$ cat src/rtl/seq_digit_adder.sv
// seq_digit_adder: multi-cycle digit-serial adder with start/done handshake.
// Optional macro SEQ_DIGIT_ADDER_SUB_EN adds a sub input for a - b.
module seq_digit_adder #(
    parameter int WIDTH = 8,
    parameter int DIGIT = 2
) (
    input  logic             clk,
    input  logic             rst_n,
    input  logic             start,
`ifdef SEQ_DIGIT_ADDER_SUB_EN
    input  logic             sub,
`endif
    input  logic             ci,
    input  logic [WIDTH-1:0] a,
    input  logic [WIDTH-1:0] b,
    output logic             busy,
    output logic             done,
    output logic [WIDTH-1:0] sum,
    output logic             co,
    output logic             ovf
);
    localparam int N  = WIDTH / DIGIT;
    localparam int CW = (N > 1) ? $clog2(N) : 1;

    typedef enum logic [1:0] {IDLE, RUN, DONE} state_t;

    state_t                 state_q, state_d;
    logic [CW-1:0]          cnt_q, cnt_d;
    logic [WIDTH-1:0]       a_q, a_d, b_q, b_d, acc_q, acc_d, sum_q, sum_d;
    logic                   c_q, c_d, co_q, co_d, ovf_q, ovf_d;
    logic [DIGIT:0]         dsum;
    logic [WIDTH+DIGIT-1:0] acc_sh;
    logic                   last, b_inv, c_init;

`ifdef SEQ_DIGIT_ADDER_SUB_EN
    assign b_inv  = sub;
    assign c_init = sub | ci;
`else
    assign b_inv  = 1'b0;
    assign c_init = ci;
`endif

    // One digit of the add; the new digit enters the accumulator from the top.
    assign dsum   = {1'b0, a_q[DIGIT-1:0]} + {1'b0, b_q[DIGIT-1:0]} + (DIGIT+1)'(c_q);
    assign acc_sh = {dsum[DIGIT-1:0], acc_q};
    assign last   = cnt_q == CW'(N - 1);

    assign busy = state_q != IDLE;
    assign done = state_q == DONE;
    assign sum  = sum_q;
    assign co   = co_q;
    assign ovf  = ovf_q;

    // Next-state and datapath updates; results only move on the final digit.
    always_comb begin
        state_d = state_q;
        cnt_d   = cnt_q;
        a_d     = a_q;
        b_d     = b_q;
        c_d     = c_q;
        acc_d   = acc_q;
        sum_d   = sum_q;
        co_d    = co_q;
        ovf_d   = ovf_q;
        case (state_q)
            IDLE: if (start) begin
                a_d     = a;
                b_d     = b_inv ? ~b : b;
                c_d     = c_init;
                cnt_d   = '0;
                state_d = RUN;
            end
            RUN: begin
                acc_d = acc_sh[WIDTH+DIGIT-1:DIGIT];
                c_d   = dsum[DIGIT];
                a_d   = a_q >> DIGIT;
                b_d   = b_q >> DIGIT;
                cnt_d = cnt_q + 1'b1;
                if (last) begin
                    sum_d   = acc_d;
                    co_d    = dsum[DIGIT];
                    // carry into the MSB is recovered from the MSB's own sum bit
                    ovf_d   = a_q[DIGIT-1] ^ b_q[DIGIT-1] ^ dsum[DIGIT-1] ^ dsum[DIGIT];
                    state_d = DONE;
                end
            end
            DONE:    state_d = IDLE;
            default: state_d = IDLE;
        endcase
    end

    // State and datapath registers with asynchronous clear.
    always_ff @(posedge clk or negedge rst_n) begin
        if (!rst_n) begin
            state_q <= IDLE;
            cnt_q   <= '0;
            a_q     <= '0;
            b_q     <= '0;
            c_q     <= 1'b0;
            acc_q   <= '0;
            sum_q   <= '0;
            co_q    <= 1'b0;
            ovf_q   <= 1'b0;
        end else begin
            state_q <= state_d;
            cnt_q   <= cnt_d;
            a_q     <= a_d;
            b_q     <= b_d;
            c_q     <= c_d;
            acc_q   <= acc_d;
            sum_q   <= sum_d;
            co_q    <= co_d;
            ovf_q   <= ovf_d;
        end
    end
endmodule

$ cat config.mk
export PLATFORM = sky130hd
export DESIGN_NAME = seq_digit_adder
export DESIGN_NICKNAME = d
export VERILOG_FILES = /design/src/rtl/seq_digit_adder.sv
export SDC_FILE = /design/constraint.sdc
export NUM_CORES = 1
export LEC_CHECK = 0
export CORE_UTILIZATION = 50
export CTS_CLUSTER_SIZE = 28
export DETAILED_ROUTE_END_ITERATION = 6
export GPL_TIMING_DRIVEN = 0
export HOLD_SLACK_MARGIN = 0.15
export PLACE_DENSITY = 0.78
export RECOVER_POWER = 100
export SETUP_SLACK_MARGIN = 0.05
export SLEW_MARGIN = 5
export SYNTH_ARGS = -nofsm -noshare
export SYNTH_HDL_FRONTEND = slang
export SYNTH_SLANG_ARGS = --single-unit
export TNS_END_PERCENT = 20
$ cat constraint.sdc
create_clock -name clk -period 2.31 [get_ports clk]
set_input_delay 0.231 -clock clk [delete_from_list [all_inputs] [get_ports clk]]
set_output_delay 0.231 -clock clk [all_outputs]
set_load 0.01 [all_outputs]
==> flow_metrics.env, run 1 <==
export IMPL_start_util=0.5303
export IMPL_htree_num_levels=2
export IMPL_vias=1167
export IMPL_first_global_vias=1153
export IMPL_power_density_mw_per_mm2=1385
export IMPL_die_w_um=58.91
export IMPL_final_setup_tns_ns=0
export IMPL_fp_dieH_um=58.91
export IMPL_finClkSkew_ns=0.01038
export IMPL_power_leakage_nw=0.9083
export IMPL_synth_commonest_cells="37 x dfrtp_1, 12 x nand2_1, 10 x a2bb2oi_1, 10 x o22ai_1, 9 x mux2_2"
export IMPL_fin_crit_ns=2.043
export IMPL_clock_sinks=37
export IMPL_synthArstFlopShare=1.000
export IMPL_syn_area_mm2=0.001619
export IMPL_drcViolationCount=0
export IMPL_fmax_ghz=0.4896
export IMPL_drv_slew=0
export IMPL_synth_nets=156
export IMPL_grt_pass1_wl_mm=5.064
export IMPL_clock_latency_ns=0.34
export IMPL_synth_cell_types=29
export IMPL_worstSetupPathType="reg -> out"
export IMPL_antenna_found_initial=0
export IMPL_cts_tree="done"
export IMPL_synth_ff_latch_count=37
export IMPL_cts_buffers=5
export IMPL_grt_max_degree=38
export IMPL_setup_violations=0
export IMPL_ant_nets=0
export IMPL_max_cap_violations=0
export IMPL_synth_area_leaders="dfrtp_1 57%, mux2_2 6.3%, a2bb2oi_1 5.4%, o22ai_1 3.9%, nand2_1 2.8%"
export IMPL_syn2layout_area_growth_pct=23.03
export IMPL_ys_seq_area_frac=0.5719
export IMPL_rsz0062_at_grt="false"
export IMPL_dp_cells=206
export IMPL_firstDrtPassIters=5
export IMPL_wl_per_cell_um=14.32
export IMPL_status="finished clean"
export IMPL_grt_usage=0.2056
export IMPL_synth_most_common_cell="dfrtp_1"
export IMPL_yosys_warnings=0
export IMPL_place_gp_congestion=0.7899
export IMPL_max_slew_margin=0.4113
export IMPL_clock_path_buffers=2
export IMPL_instances_no_fill=215
export IMPL_vias_per_cell=5.428
export IMPL_syn_area_per_cell_um2=12.27
export IMPL_dpl_worst_slack_ns=0.4496
export IMPL_nets=194
export IMPL_finalWirelength_mm=3.078
export IMPL_rows=20
export IMPL_cp_max_fo=10
export IMPL_cts_root_buf="clkbuf_4"
export IMPL_synth_edf_count=0
export IMPL_hp_class="in -> reg"
export IMPL_n_antenna_cell=0
export IMPL_drive_gt1_frac=0.1345
export IMPL_yosysTopAreaCellShare=0.5719
export IMPL_io_buffers=30
export IMPL_synth_ff_type="dfrtp_1"
export IMPL_hold_viol_final=0
export IMPL_worst_pin_slew_ns=0.8831
export IMPL_period_share=0.8842
export IMPL_dp_hpwl_mm=2.355
export IMPL_syn_instance_count=132
export IMPL_clkTransAtPathRegs_ns=0.11
export IMPL_synth_area_leader_cell="dfrtp_1"
export IMPL_io_pins=32
export IMPL_worst_slack_ns=0.2674
export IMPL_ir_drop_uv=683.2
export IMPL_worstPathArrival_ns=1.81
export IMPL_die_area_mm2=0.003470
export IMPL_critical_path_startpoint_type="flop"
export IMPL_grt_ovfl_total=0
export IMPL_cts_setup_buffers=0
export IMPL_worst_ep_required_time_ns=2.08
export IMPL_drtIter0Drc=20
export IMPL_end_kind="output port"
export IMPL_fillers=267
export IMPL_core_mm2=0.003053
[cell usage in the layout (no fill, tap or decap), types with 3 or more instances in the layout]
cell type and instances:
dfrtp_1 37, clkdlybuf4s50_1 18, nand2_1 12, dlygate4sd3_1 12, o22ai_1 10, a2bb2oi_1 10, o21ai_0 9, mux2_2 9
inv_1 8, nor2_1 6, clkbuf_4 5, clkbuf_1 4, nand2b_1 3, a32o_1 3, a22oi_1 3
[layout make-up]
class,count,area [um^2],area share
inverters,9,33.78,0.01696
multi-input cells,78,575.6,0.2889
plain buffers,8,45.04,0.02261
clock inverters,2,10.01,0.005025
clock buffers,6,41.29,0.02073
well taps,44,55.05,0.02764
flip-flops and latches,37,925.9,0.4648
repair buffers,31,305.3,0.1533
[sequential cells by signal (all words and copies together) (netlist names)]
register and cells:
c_q 1, co 1, cnt_q 2, ovf 1, state_q 2, a_q 8
sum 8, acc_q 6, b_q 8
[per-layer routing]
metal | wire (um) | up-vias | track usage
met5 | 0 | - | 0
met4 | 53 | 0 | 0.09524
met3 | 134 | 6 | 0.07473
li1 | - | 550 | -
met2 | 1584 | 32 | 0.3523
met1 | 1306 | 579 | 0.2267
[logic make-up after synthesis]
group	synth area share
adders and majority gates	0.04018
and+or+nand+nor	0.07187
muxes	0.07187
DFF	0.5719
xor gates and xnor gates	0.01082
AOI/OAI and AO/OA	0.1793
buffers and inverters	0.05409
[repair_timing]
action                                  CTS  global route
hold buffers                              1             0
resized for setup                         0             2
hold endpoints to repair                 37             0
endpoints found under the setup margin    0             1
[worst max-delay path: stages, from the launching register on]
cell and delay (ns):
dfrtp_1 0.39, buf_6 0.14, inv_1 0.12, clkbuf_2 0.26, nor2_1 0.07, clkdlybuf4s50_1 0.48
[worst paths after layout]
path	start	to	slack (ns)	cells past startpoint
setup / recovery	state_q[1]	done	0.27	5
hold / removal	start	a_q[6]	0.26	3
setup reg to reg	a_q[0]	ovf	0.45	6
hold reg to reg	co	co	0.49	2
max in group asynchronous	rst_n	ovf	1.22	2
min in group asynchronous	rst_n	sum[0]	0.53	2
[metrics by stage]
stage / instance area, um^2 / hold slack, ns / total power [mW] / util
global placement: 1974 / 0.4650 / 2.479 / 0.6467
finish: 1992 / 0.2571 / 2.758 / 0.6525
global route: 1992 / 0.2451 / 2.996 / 0.6525
detailed placement: 1969 / 0.3612 / 2.557 / 0.6451
floorplan: 1619 / -0.06459 / 2.088 / -
CTS: 2031 / 0.2620 / 2.879 / 0.6652
[power by group]
part / switching, mW / internal, mW / leakage (nW)
Clock: 0.207 / 0.116 / 0.0320
Sequential: 0.169 / 0.961 / 0.446
Combinational: 0.616 / 0.689 / 0.430
No activity file was read; power rests on OpenSTA's default activity.
==> inputs of run 2 (changes only) <==
Settings changed: CORE_MARGIN set to 2, CORE_UTILIZATION 50 to 45, PLACE_DENSITY 0.78 to 0.71.
==> run 2 against run 1 <==
Cell count up 0.93%; first-iteration DRC count grew 85%; worst hold slack improved by 0.0025 ns; cell area is 2.0% higher; largest cell class unchanged; via count is essentially flat; core utilization fell by 5.3 points; sequential cell count unchanged; critical path depth did not move.
==> flow_metrics.env, run 2 (same netlist as run 1, synthesis figures left out) <==
export IMPL_clock_sinks=37
export IMPL_drive_gt1_frac=0.1404
export IMPL_slowest_stage="clkdlybuf4s50_1"
export IMPL_cts_buffers=5
export IMPL_rsz0062_at_grt="false"
export IMPL_rows=21
export IMPL_cts_root_buf="clkbuf_4"
export IMPL_holdPathStages=3
export IMPL_vias=1166
export IMPL_period_share=0.8967
export IMPL_antenna_found_initial=0
export IMPL_power_mw=2.910
export IMPL_vias_per_cell=5.373
export IMPL_grt_max_degree=38
export IMPL_worst_ep_required_time_ns=2.08
export IMPL_finalWirelength_mm=3.186
export IMPL_clkTransAtPathRegs_ns=0.12
export IMPL_reg2reg_depth=6
export IMPL_nets=194
export IMPL_hp_class="in -> reg"
export IMPL_drcViolationCount=0
export IMPL_dp_hpwl_mm=2.311
export IMPL_worstPathArrival_ns=1.84
export IMPL_grt_usage=0.1847
export IMPL_layout_commonest_cell="dfrtp_1"
export IMPL_first_global_vias=1202
export IMPL_die_w_um=63.98
export IMPL_clock_latency_ns=0.35
export IMPL_placed_area_mm2=0.001972
export IMPL_cts_setup_buffers=0
export IMPL_ant_nets=0
export IMPL_grt_pass1_wl_mm=5.630
export IMPL_grt_ovfl_total=0
export IMPL_io_buffers=30
export IMPL_worst_path_stages=5
export IMPL_firstDrtPassIters=4
export IMPL_io_pins=32
export IMPL_power_density_mw_per_mm2=1432
export IMPL_max_slew_margin=0.4069
export IMPL_cp_max_fo=10
export IMPL_setup_violations=0
export IMPL_htree_num_levels=2
export IMPL_drv_slew=0
export IMPL_core_mm2=0.003390
export IMPL_cts_tree="done"
export IMPL_place_gp_congestion=0.8057
export IMPL_die_area_mm2=0.004093
export IMPL_hold_viol_final=0
export IMPL_max_cap_violations=0
export IMPL_crit_family="buffers and inverters"
export IMPL_clock_path_buffers=2
export IMPL_r2r_setup_slack_ns=0.48
export IMPL_status="finished clean"
export IMPL_worstSetupPathType="reg -> out"
export IMPL_fp_dieH_um=63.98
export IMPL_wl_per_cell_um=14.68
export IMPL_fmax_ghz=0.4828
export IMPL_slowest_delay_ns=0.48
export IMPL_final_cell_mix="37 x dfrtp_1, 18 x clkdlybuf4s50_1, 12 x nand2_1, 12 x dlygate4sd3_1"
export IMPL_ir_drop_uv=641.3
export IMPL_drtIter0Drc=37
export IMPL_dp_cells=208
export IMPL_instances_no_fill=217
export IMPL_cp_cell_sequence="buf_6, inv_1, clkbuf_2, nor2_1, clkdlybuf4s50_1"
export IMPL_finClkSkew_ns=0.01031
export IMPL_start_util=0.4777
export IMPL_hold_ws_ns=0.2595
export IMPL_end_kind="output port"
export IMPL_path_buf_inv=4
export IMPL_n_antenna_cell=0
export IMPL_syn2layout_area_growth_pct=25.50
export IMPL_fin_crit_ns=2.071
export IMPL_critical_path_startpoint_type="flop"
export IMPL_fin_area_mm2=0.002032
export IMPL_power_leakage_nw=0.9208
export IMPL_final_setup_tns_ns=0
export IMPL_fillers=290
export IMPL_worst_pin_slew_ns=0.8896
==> run 2: what timing repair did <==
| item | CTS | global route |
|---|---|---|
| setup endpoints to repair | 0 | 1 |
| hold buffers | 1 | 0 |
| hold endpoints to repair | 37 | 0 |
| resized for setup | 0 | 2 |
==> run 2: final timing paths <==
path	from	endpoint
max reg2reg	b_q[0]	ovf
min	start	a_q[6]
min reg2reg	ovf	ovf
min in group asynchronous	rst_n	sum[0]
max in group asynchronous	rst_n	ovf
max	state_q[1]	done
==> run 2: power by group <==
| part | switching (mW) | total (mW) | leakage [nW] | internal, mW |
|---|---|---|---|---|
| combinational | 0.611 | 1.30 | 0.430 | 0.688 |
| sequential | 0.169 | 1.13 | 0.446 | 0.961 |
| clock | 0.224 | 0.481 | 0.0445 | 0.257 |
==> run 2: worst min-delay path, delay by kind of cell <==
| family | cells | cell delay (ns) |
|---|---|---|
| buf+inv | 1 | 0.17 |
| simple gates | 1 | 0.06 |
| compound gates | 1 | 0.11 |
==> run 2: cell type report <==
cell class / instances / area [um^2] / share of cell area
flip-flops and latches: 37 / 925.9 / 0.4557
multi-input cells: 78 / 575.6 / 0.2833
repair buffers: 31 / 305.3 / 0.1502
well taps: 46 / 57.56 / 0.02833
clock buffers: 6 / 51.30 / 0.02525
plain buffers: 8 / 45.04 / 0.02217
clock inverters: 2 / 37.54 / 0.01847
inverters: 9 / 33.78 / 0.01663
==> run 2: metrics by stage <==
stage               utilization  worst slack (ns)
CTS                      0.6109           0.05976
global route             0.5995            0.1265
floorplan                     -            0.6152
detailed placement       0.5818            0.4512
finish                   0.5995            0.2387
global placement         0.5832            0.2270
==> run 2: metal layers <==
metal  vias to the layer above  global-route usage  routed length [um]  part of all wire
met5                         -                   0                   0                 0
li1                        548                   -                   -                 -
met4                         0             0.06522                  48             0.015
met2                        35              0.3086                1592              0.50
met3                         7             0.05986                 159             0.050
met1                       576              0.2234                1385              0.43
